### src/rtl/pc_fetch_control_pkg.sv
// Shared MIPS fetch package: PC width/reset defaults,
// fetch FSM state encoding and the sequential PC increment.
package pc_fetch_control_pkg;

    localparam int          NBITS_DEFAULT    = 32;
    localparam logic [31:0] RESET_PC_DEFAULT = 32'h0000_0000;
    localparam int          PC_INCR          = 4;

    localparam logic [1:0] ST_RUN    = 2'd0;
    localparam logic [1:0] ST_HOLD   = 2'd1;
    localparam logic [1:0] ST_PEND   = 2'd2;
    localparam logic [1:0] ST_HALTED = 2'd3;

    typedef enum logic [1:0] {
        RUN    = ST_RUN,
        HOLD   = ST_HOLD,
        PEND   = ST_PEND,
        HALTED = ST_HALTED
    } fetch_state_t;

endpackage

### src/rtl/pc_fetch_control_pc_register.sv
// NBITS-wide PC register, async active-low reset to RESET_PC.
// Ports: i_clk, i_reset_n, i_load (enable), i_d (next PC), o_q (PC).
module pc_register #(
    parameter int               NBITS    = 32,
    parameter logic [NBITS-1:0] RESET_PC = '0
) (
    input  logic             i_clk,
    input  logic             i_reset_n,
    input  logic             i_load,
    input  logic [NBITS-1:0] i_d,
    output logic [NBITS-1:0] o_q
);

    always_ff @(posedge i_clk or negedge i_reset_n) begin
        if (!i_reset_n) begin
            o_q <= RESET_PC;
        end else if (i_load) begin
            o_q <= i_d;
        end
    end

endmodule

### src/rtl/pc_fetch_control.sv
// Fetch-stage PC owner: next-PC selection, buffered redirects, halt.
// Ports: i_clk, i_reset_n, i_enable, i_stall, i_halt,
//   i_branch_taken/i_branch_target, i_jump/i_jump_target,
//   o_pc (fetch address), o_pc4 (o_pc+4), o_flush (IF/ID squash),
//   o_halted (fetch stopped until reset).
module pc_fetch_control
    import pc_fetch_control_pkg::*;
#(
    parameter int               NBITS    = NBITS_DEFAULT,
    parameter logic [NBITS-1:0] RESET_PC = NBITS'(RESET_PC_DEFAULT)
) (
    input  logic             i_clk,
    input  logic             i_reset_n,
    input  logic             i_enable,
    input  logic             i_stall,
    input  logic             i_halt,
    input  logic             i_branch_taken,
    input  logic [NBITS-1:0] i_branch_target,
    input  logic             i_jump,
    input  logic [NBITS-1:0] i_jump_target,
    output logic [NBITS-1:0] o_pc,
    output logic [NBITS-1:0] o_pc4,
    output logic             o_flush,
    output logic             o_halted
);

    fetch_state_t     state;
    fetch_state_t     state_n;
    logic [NBITS-1:0] pend;
    logic [NBITS-1:0] pend_n;
    logic             flush_n;
    logic             pc_load;
    logic [NBITS-1:0] pc_next;
    logic [NBITS-1:0] tgt_raw;
    logic [NBITS-1:0] tgt;
    logic             advance;
    logic             redirect;

    assign advance  = i_enable & ~i_stall;
    assign redirect = i_jump | i_branch_taken;

    // Jump wins over a simultaneous taken branch.
    assign tgt_raw = i_jump ? i_jump_target
                            : i_branch_target;
    assign tgt     = {tgt_raw[NBITS-1:2], 2'b00};

    // Natural modulo-2^NBITS wrap.
    assign o_pc4 = o_pc + NBITS'(PC_INCR);

    assign o_halted = (state == HALTED);

    pc_register #(
        .NBITS    (NBITS),
        .RESET_PC (RESET_PC)
    ) u_pc (
        .i_clk     (i_clk),
        .i_reset_n (i_reset_n),
        .i_load    (pc_load),
        .i_d       (pc_next),
        .o_q       (o_pc)
    );

    always_ff @(posedge i_clk or negedge i_reset_n) begin
        if (!i_reset_n) begin
            state   <= RUN;
            pend    <= '0;
            o_flush <= 1'b0;
        end else begin
            state   <= state_n;
            pend    <= pend_n;
            o_flush <= flush_n;
        end
    end

    always_comb begin
        state_n = state;
        pend_n  = pend;
        flush_n = 1'b0;
        pc_load = 1'b0;
        pc_next = o_pc4;

        if (state == HALTED) begin
            state_n = HALTED;
        end else if (i_halt) begin
            state_n = HALTED;
            pend_n  = '0;
        end else begin
            unique case (state)
                RUN, HOLD: begin
                    if (redirect && advance) begin
                        pc_load = 1'b1;
                        pc_next = tgt;
                        flush_n = 1'b1;
                        state_n = RUN;
                    end else if (redirect) begin
                        pend_n  = tgt;
                        state_n = PEND;
                    end else if (advance) begin
                        pc_load = 1'b1;
                        state_n = RUN;
                    end else begin
                        state_n = HOLD;
                    end
                end
                PEND: begin
                    if (advance) begin
                        pc_load = 1'b1;
                        // A fresh redirect supersedes the buffered one.
                        pc_next = redirect ? tgt : pend;
                        flush_n = 1'b1;
                        pend_n  = '0;
                        state_n = RUN;
                    end else if (redirect) begin
                        pend_n  = tgt;
                    end
                end
                default: begin
                    state_n = HALTED;
                end
            endcase
        end
    end

endmodule

### config.mk
export PLATFORM = sky130hd
export DESIGN_NAME = pc_fetch_control
export DESIGN_NICKNAME = d
export VERILOG_FILES = /design/src/rtl/pc_fetch_control_pkg.sv /design/src/rtl/pc_fetch_control_pc_register.sv /design/src/rtl/pc_fetch_control.sv
export SDC_FILE = /design/constraint.sdc
export NUM_CORES = 1
export LEC_CHECK = 0
export CORE_ASPECT_RATIO = 0.5
export CORE_MARGIN = 3
export CORE_UTILIZATION = 40
export CTS_CLUSTER_SIZE = 20
export DETAILED_ROUTE_END_ITERATION = 7
export PLACE_DENSITY = 0.77
export SYNTH_ARGS = -nofsm -noshare
export SYNTH_HDL_FRONTEND = slang
export SYNTH_HIERARCHICAL = 1
export SYNTH_SLANG_ARGS = --single-unit
### constraint.sdc
create_clock -name i_clk -period 3.6 [get_ports i_clk]
set_input_delay 0.36 -clock i_clk [delete_from_list [all_inputs] [get_ports i_clk]]
set_output_delay 0.36 -clock i_clk [all_outputs]
set_load 0.02 [all_outputs]
==> metrics.txt, run 1 <==
crit path DAT=~3 ns; IO Port Bufs=132; pwr/cell area=328 nW/um2; Mapped Cells=446; Max Slew Vio Count=0; synthesis-to-layout area growth=36.0%; H-tree depth=3; core area=10500 um2; die footprint=12400 um2; Clock transition at path regs=0.06 ns; CTS tree=built; Syn Area/Cell=9.87 um2; MaxCap Viol Count=0; Worst setup EP type=output pin; largest net degree at the start of global routing=45; critical path required time=3.24 ns; first-pass GRT wire length=about 20000 um; clock tree sinks=67; RSZ-0062 raised after global routing=false; WL per Instance=17.5 um; Worst Clk Skew=0.00605 ns; hold slack=0.122 ns; Num CTS Buffers=9; DRC viols=0; postcts setup bufs=0; period utilisation layout=0.922; Async SR Flop Fraction=1.00; Rows=26; FF-to-FF Start=u_pc/o_q[2]; Routability Congestion=0.834; Ys Warns=6; Die H=between 80 and 90 um; DPL Wire Length=9000 um; CTS resizes=0; Reg2Reg Setup Slack=1.04 ns; vias in the first global route=3871; GRT Total Usage=0.204; distinct cell type count after synthesis=55; Filler Cell Count=904; Peak VDD IR=0.199 mV; Post-Syn Area=4400 um2; clk buf depth=2; I/O pin count=137; final setup fails=0; Slew HR=0.239; WS Path Type=flop to output pin; Crit Reg-Reg Endpoint=u_pc/o_q[28]; Starting Density=0.420; static leakage=2.66 nW; CTS Hold Bufs=0; Worst setup SP type=flop; total grt overflow=0; # diodes=0; layout cells sized above 1=0.129; path category of the worst min-delay check=input pin to asynchronous set/reset pin; fin crit period=3.32 ns; routed wire length=12400 um; worst slew pin tran=1.14 ns; R2R depth=7; sequential area share after synthesis=0.381; setup_tns=0 ns; run status=finished clean; drt first pass iters=4; remaining antenna violation count=0; Final nets=635; critical path peak fanout=9; Post-synth EDFFs=0; initial antenna violation count=0; DIE WIDTH=roughly 150 um; Max Clock Freq=301 MHz; Synthesized Nets=518; CTS root buffer=clkbuf_16; Fin. Hold Viols=0; main flop type after synthesis=dfrtp_1; register bit total from synthesis=67; drt initial violations=267; via-per-instance ratio=about 5.5; vias=3887; Clk Latency, worst-skew pair=0.34 ns
==> cell usage after synthesis, types with 2 or more instances <==
library cell | count | area (um2)
mux2_4 | 30 | 450
nor2_1 | 25 | 93.8
nor2b_1 | 2 | 12.5
inv_1 | 4 | 15.0
buf_12 | 3 | 60.1
a22oi_1 | 5 | 37.5
mux2i_1 | 24 | 240
xnor2_1 | 15 | 131
nand4_1 | 7 | 43.8
nor3_4 | 2 | 32.5
nand3_1 | 14 | 70.1
a221o_1 | 7 | 70.1
a21boi_0 | 5 | 37.5
buf_4 | 2 | 15.0
xor2_1 | 11 | 96.3
buf_6 | 5 | 56.3
a32o_1 | 4 | 40.0
buf_2 | 10 | 50.1
and2_1 | 3 | 18.8
mux2_2 | 4 | 45.0
o2bb2ai_1 | 2 | 17.5
o21ai_1 | 2 | 10.0
nand2b_1 | 2 | 12.5
o221ai_1 | 8 | 70.1
dfrtp_1 | 67 | 1680
a21oi_1 | 13 | 65.1
o22ai_1 | 9 | 56.3
nand2_1 | 64 | 240
xnor2_2 | 2 | 32.5
and3_1 | 7 | 43.8
clkbuf_1 | 11 | 41.3
nor4_1 | 3 | 18.8
o21ai_0 | 44 | 220
a21o_1 | 9 | 67.6
==> cell usage in the layout (no fill, tap or decap), types with 5 or more instances in the layout <==
cell / instances
o21ai_0: 44
nand2_1: 64
a21o_1: 9
o22ai_1: 9
clkbuf_16: 9
mux2_4: 30
a21oi_1: 13
nand3_1: 14
xor2_1: 11
nand4_1: 7
a21boi_0: 5
and3_1: 7
clkdlybuf4s50_1: 130
buf_4: 5
xnor2_1: 15
a221o_1: 7
nor2_1: 25
o221ai_1: 8
a22oi_1: 5
dfrtp_1: 67
mux2i_1: 24
==> worst max-delay path: stages, from the launching register on <==
cell             delay (ns)
dfrtp_1                0.53
ha_1                   0.29
nand4_2                0.22
nor3_4                 0.48
nand3_1                0.16
xnor2_1                0.28
clkdlybuf4s50_1        0.66
==> where the power goes <==
part / internal (mW) / switching, mW
logic: 0.148 / 0.139
clock network: 0.483 / 0.338
registers: 0.815 / 0.0397
total: 1.45 / 0.516
==> registers in the layout (all words and copies together) (netlist names) <==
name and flops:
state 2, u_pc/o_q 32, pend 32, o_flush 1
==> cells by family (layout without fill, tap and decap cells) <==
group                      count (synthesis)  in the layout  synth area share
AOI/OAI and AO/OA                        114            114             0.170
xor gates and xnor gates                  28             28            0.0591
adders and majority gates                  1              1           0.00284
buffers and inverters                     36            158            0.0548
DFF                                       67             67             0.381
muxes                                     58             58             0.167
and+or+nand+nor                          142            142             0.165
==> per-layer routing <==
layer	up-vias	global-route usage	wire length (um)
met4	0	0.0775	224
met1	1888	0.257	5260
met3	19	0.0506	909
met5	-	0	0
met2	129	0.343	5990
li1	1851	-	-
==> per-stage QoR <==
step | setup slack (ns) | cell area [um2] | instances | util | power [mW]
floorplan | 1.19 | 4400 | 446 | - | 1.00
global placement | 0.662 | 5710 | 692 | 0.545 | 1.14
detailed placement | 0.695 | 5710 | 692 | 0.545 | 1.16
CTS | 0.290 | 5990 | 708 | 0.572 | 1.98
global route | 0.0694 | 5990 | 708 | 0.572 | 2.05
finish | 0.282 | 5990 | 708 | 0.572 | 1.96
==> area by class of cell <==
| cell class | instances | area (um2) | area share |
|---|---|---|---|
| Multi-Input combinational cell | 343 | 2490 | 0.416 |
| Sequential cell | 67 | 1680 | 0.280 |
| Timing Repair Buffer | 137 | 1350 | 0.225 |
| Clock buffer | 10 | 239 | 0.0399 |
| Tap cell | 140 | 175 | 0.0292 |
| Clock inverter | 6 | 41.3 | 0.00689 |
| Inverter | 5 | 18.8 | 0.00313 |
==> how the worst max path moves through the flow <==
stage | slack, ns | cells after the start | endpoint | from
after global placement | 0.66 | 6 | o_pc4[28] | u_pc/o_q[2]
after CTS | 0.29 | 6 | o_pc4[28] | u_pc/o_q[2]
after global routing | 0.07 | 6 | o_pc4[28] | u_pc/o_q[2]
after detailed placement | 0.70 | 6 | o_pc4[28] | u_pc/o_q[2]
final | 0.28 | 6 | o_pc4[28] | u_pc/o_q[2]
after floorplan | 1.19 | 7 | u_pc/o_q[18] | u_pc/o_q[2]
Note: power is estimated with default switching activity, not from simulation.
==> run 2, diff against run 1 <==
CAP_MARGIN = 15   (was default)
REMOVE_ABC_BUFFERS = 1   (was default)
==> metrics.txt, run 2 (synthesis results as in run 1) <==
CTS resizes=0 (unchanged); Placed Cells=694 (+0.29%); vias in the first global route=3677 (-5.0%); static leakage=2.70 nW (+1.5%); Critical Path Max Stage Delay=0.67 ns (about the same); CTS root buffer=clkbuf_16; via-per-instance ratio=5.59 (+1.7%); drt first pass iters=5 (+1); DPL Wire Length=9000 um (about the same); Max Clock Freq=300 MHz (-0.32%); path category of the worst min-delay check=input pin to asynchronous set/reset pin; RSZ-0062 raised after global routing=false; core area=10500 um2 (unchanged); worst setup margin=0.272 ns (-0.0108 ns); Slew HR=0.430 (+0.191); critical path peak fanout=9 (unchanged); layout cells sized above 1=0.132 (+0.00306); CP max stage cell=clkdlybuf4s50_1; fin crit period=3.33 ns (+0.0108 ns); remaining antenna violation count=0 (unchanged); commonest non-fill, non-tap cell in the layout=clkdlybuf4s50_1; setup_tns=0 ns (unchanged); IO Port Bufs=132 (unchanged); Reg2Reg Setup Slack=1.01 ns (-0.03 ns); run status=finished clean; I/O pin count=137 (unchanged); hold slack=0.0734 ns (-0.0485 ns); total power draw=2.01 mW (+2.6%); worst slew pin tran=0.854 ns (-0.284 ns); Placement Setup Slack=0.692 ns (-0.00297 ns); Clock transition at path regs=0.05 ns (about the same); period utilisation layout=0.925 (+0.00299); clk buf depth=2 (unchanged); Worst setup EP type=output pin; CTS tree=built; GRT Total Usage=0.207 (+0.00286); Max Slew Vio Count=0 (unchanged); die footprint=12400 um2 (unchanged); Non-Filler Instances=710 (+0.28%); Rows=26 (unchanged); crit path DAT=2.97 ns (about the same); synthesis-to-layout area growth=37.3%; pwr/cell area=333 nW/um2 (+1.7%); final setup fails=0 (unchanged); initial antenna violation count=0 (unchanged); Starting Density=0.420 (unchanged); MaxCap Viol Count=0 (unchanged); critical path required time=3.24 ns (about the same); WL per Instance=18.4 um (+5.0%); Clk Latency, worst-skew pair=0.33 ns (about the same); Worst Clk Skew=0.00381 ns (-0.00224 ns); Worst setup SP type=flop; Filler Cell Count=874 (-3.3%); DRC viols=0 (unchanged); first-pass GRT wire length=20200 um (+1.0%); vias=3966 (+2.0%); largest net degree at the start of global routing=45 (unchanged); most frequent cells in the layout=clkdlybuf4s50_1, dfrtp_1, nand2_1; clock tree sinks=67 (unchanged); CTS Hold Bufs=0 (unchanged); Die H=80.2 um (unchanged); drt initial violations=281 (+5.2%); Peak VDD IR=0.189 mV (-5.1%); total grt overflow=0 (unchanged); critical path, cell by cell=ha_1, nand4_2, nor3_4, nand3_1, xnor2_1, clkdlybuf4s50_1; largest registers=pend: 32 flops, u_pc/o_q: 32 flops, state: 2 flops; WS Path Type=flop to output pin; Fin. Hold Viols=0 (unchanged); Routability Congestion=0.810 (-2.9%); Final nets=638 (+0.47%); routed wire length=13000 um (+5.3%); postcts setup bufs=0 (unchanged); H-tree depth=3 (unchanged); DIE WIDTH=154 um (unchanged); # diodes=0 (unchanged); Num CTS Buffers=9 (unchanged)
run 2: report_power, final:
| group | switching, mW | total [mW] | internal, mW |
|---|---|---|---|
| Clock | 0.316 | 0.871 | 0.555 |
| Combinational | 0.140 | 0.288 | 0.148 |
| Sequential | 0.0391 | 0.855 | 0.815 |
| Total | 0.496 | 2.01 | 1.52 |
run 2: area by class of cell:
| class | count | area [um2] | area share |
|---|---|---|---|
| Clock inverter | 1 | 5.00 | 0.000828 |
| Sequential cell | 67 | 1680 | 0.277 |
| Tap cell | 140 | 175 | 0.0290 |
| Multi-Input combinational cell | 343 | 2490 | 0.412 |
| Inverter | 5 | 18.8 | 0.00311 |
| Timing Repair Buffer | 140 | 1380 | 0.229 |
| Clock buffer | 14 | 294 | 0.0487 |
run 2: worst max-delay path, delay by kind of cell (launching register included):
kind                     cells  cell delay, ns
AND/OR/NAND/NOR              3            0.86
buffers and inverters        1            0.67
flip-flops                   1            0.50
XOR/XNOR                     1            0.32
adder cells (fa/ha/maj)      1            0.28
run 2: final timing paths:
| kind | from | endpoint | cells past startpoint |
|---|---|---|---|
| min in group i_clk | pend[3] | pend[3] | 2 |
| max in group asynchronous | i_reset_n | state[1] | 2 |
| max | u_pc/o_q[2] | o_pc4[18] | 6 |
| min | i_reset_n | u_pc/o_q[25] | 1 |
| max reg2reg | u_pc/o_q[2] | u_pc/o_q[18] | 7 |
| min reg2reg | pend[3] | pend[3] | 2 |
run 2: layer usage:
layer	share of wire	vias up	global-route usage
li1	-	1847	-
met1	0.44	1968	0.275
met2	0.50	138	0.350
met3	0.057	13	0.0452
met4	0.011	0	0.0467
met5	0	-	0
run 2: metrics by stage:
stage / util / cell area (um2)
4_1_cts: 0.576 / 6040
2_1_floorplan: - / 4180
3_5_place_dp: 0.548 / 5740
3_3_place_gp: 0.548 / 5740
6_report: 0.577 / 6040
5_1_grt: 0.577 / 6040
==> run 3, diff against run 2 <==
SLEW_MARGIN = 20   (was default)
==> metrics.txt, run 3 (synthesis results as in run 1) <==
remaining antenna violation count=0 (unchanged); Starting Density=0.420 (unchanged); first-pass GRT wire length=20200 um (unchanged); via-per-instance ratio=5.50 (-1.4%); Die H=80.2 um (unchanged); clk buf depth=2 (unchanged); Peak VDD IR=0.190 mV (+0.17%); MaxCap Viol Count=0 (unchanged); placed instance area=5740 um2 (unchanged); Clock transition at path regs=0.05 ns (about the same); clock tree sinks=67 (unchanged); total grt overflow=0 (unchanged); # diodes=0 (unchanged); worst slew pin tran=0.878 ns (+0.0240 ns); Max Slew Vio Count=0 (unchanged); synthesis-to-layout area growth=37.3% (about the same); layout cells sized above 1=0.130 (-0.00153); Final nets=637 (-0.16%); core area=10500 um2 (unchanged); hold slack=0.0764 ns (+0.00302 ns); Num CTS Buffers=9 (unchanged); multi-input logic area=2500 um2 (+0.35%); drt first pass iters=4 (-1); crit path DAT=2.97 ns (about the same); DRC viols=0 (unchanged); critical path required time=3.24 ns (about the same); initial antenna violation count=0 (unchanged); GRT Total Usage=0.207 (unchanged); H-tree depth=3 (unchanged); RSZ-0062 raised after global routing=false; CTS Hold Bufs=0 (unchanged); Rows=26 (unchanged); Clk Latency, worst-skew pair=0.33 ns (about the same); run status=finished clean; CP max stage cell=clkdlybuf4s50_1; Fin. Hold Viols=0 (unchanged); Final Instance Area=6040 um2 (about the same); vias in the first global route=3677 (unchanged); DIE WIDTH=154 um (unchanged); final setup fails=0 (unchanged); Sequential Area=1680 um2 (unchanged); WS Path Type=flop to output pin; Worst setup SP type=flop; largest registers=pend: 32 flops, u_pc/o_q: 32 flops, state: 2 flops; Routability Congestion=0.810 (unchanged); path category of the worst min-delay check=input pin to asynchronous set/reset pin; WL per Instance=18.3 um (-0.16%); CTS resizes=0 (unchanged); IO Port Bufs=132 (unchanged); pwr/cell area=333 nW/um2 (about the same); commonest non-fill, non-tap cell in the layout=clkdlybuf4s50_1; drt initial violations=255 (-9.3%); Worst setup EP type=output pin; I/O pin count=137 (unchanged); Worst Path Buf+Inv=1 (unchanged); Worst Clk Skew=0.00328 ns (-0.000525 ns); period utilisation layout=0.926 (+0.00136); critical path, cell by cell=ha_1, nand4_2, nor3_4, nand3_1, xnor2_1, clkdlybuf4s50_1; fin crit period=3.33 ns (+0.00489 ns); Filler Cell Count=874 (unchanged); Slew HR=0.414 (-0.0160); CTS tree=built; largest net degree at the start of global routing=45 (unchanged); vias=3903 (-1.6%); Critical Path Max Stage Delay=0.67 ns (about the same); routed wire length=13000 um (-0.30%); critical path peak fanout=9 (unchanged); die footprint=12400 um2 (unchanged); CTS root buffer=clkbuf_16; postcts setup bufs=0 (unchanged); total power draw=2.02 mW (about the same); DPL Wire Length=9000 um (unchanged); setup_tns=0 ns (unchanged); Max Clock Freq=300 MHz (-0.15%); static leakage=2.70 nW (about the same); most frequent cells in the layout=clkdlybuf4s50_1, dfrtp_1, nand2_1; CP delay by family, top=simple AND/OR/NAND/NOR gates
-- run 3: cell type report --
class,instances,share of cell area
inverters,5,0.00310
flip-flops and latches,67,0.277
repair buffers,139,0.228
multi-input cells,343,0.413
clock inverters,1,0.000828
well taps,140,0.0290
clock buffers,14,0.0486
-- run 3: path summary, 6_finish.rpt --
kind / cells after the start / end / startpoint / slack [ns]
min: 1 / u_pc/o_q[25] / i_reset_n / 0.08
min in group i_clk: 2 / pend[3] / pend[3] / 0.48
min reg2reg: 2 / pend[3] / pend[3] / 0.48
max: 6 / o_pc4[18] / u_pc/o_q[2] / 0.27
max in group asynchronous: 2 / pend[30] / i_reset_n / 2.55
max reg2reg: 7 / u_pc/o_q[18] / u_pc/o_q[2] / 1.02
-- run 3: where the power goes --
group          total [mW]  switching (mW)  internal, mW
Combinational       0.289           0.140         0.149
Sequential          0.855          0.0392         0.815
Clock               0.872           0.317         0.555
-- run 3: layer usage --
| metal | part of all wire | global-route usage | up-vias |
|---|---|---|---|
| met5 | 0 | 0 | - |
| met1 | 0.45 | 0.275 | 1938 |
| met3 | 0.042 | 0.0452 | 13 |
| met2 | 0.49 | 0.350 | 105 |
| li1 | - | - | 1847 |
| met4 | 0.011 | 0.0467 | 0 |
-- run 3: per-stage QoR --
step | cells | utilization | worst slack [ns]
2_1_floorplan | 415 | - | 0.935
3_3_place_gp | 694 | 0.548 | 0.737
3_5_place_dp | 694 | 0.548 | 0.692
4_1_cts | 709 | 0.576 | 0.284
5_1_grt | 709 | 0.577 | 0.111
6_report | 709 | 0.577 | 0.267
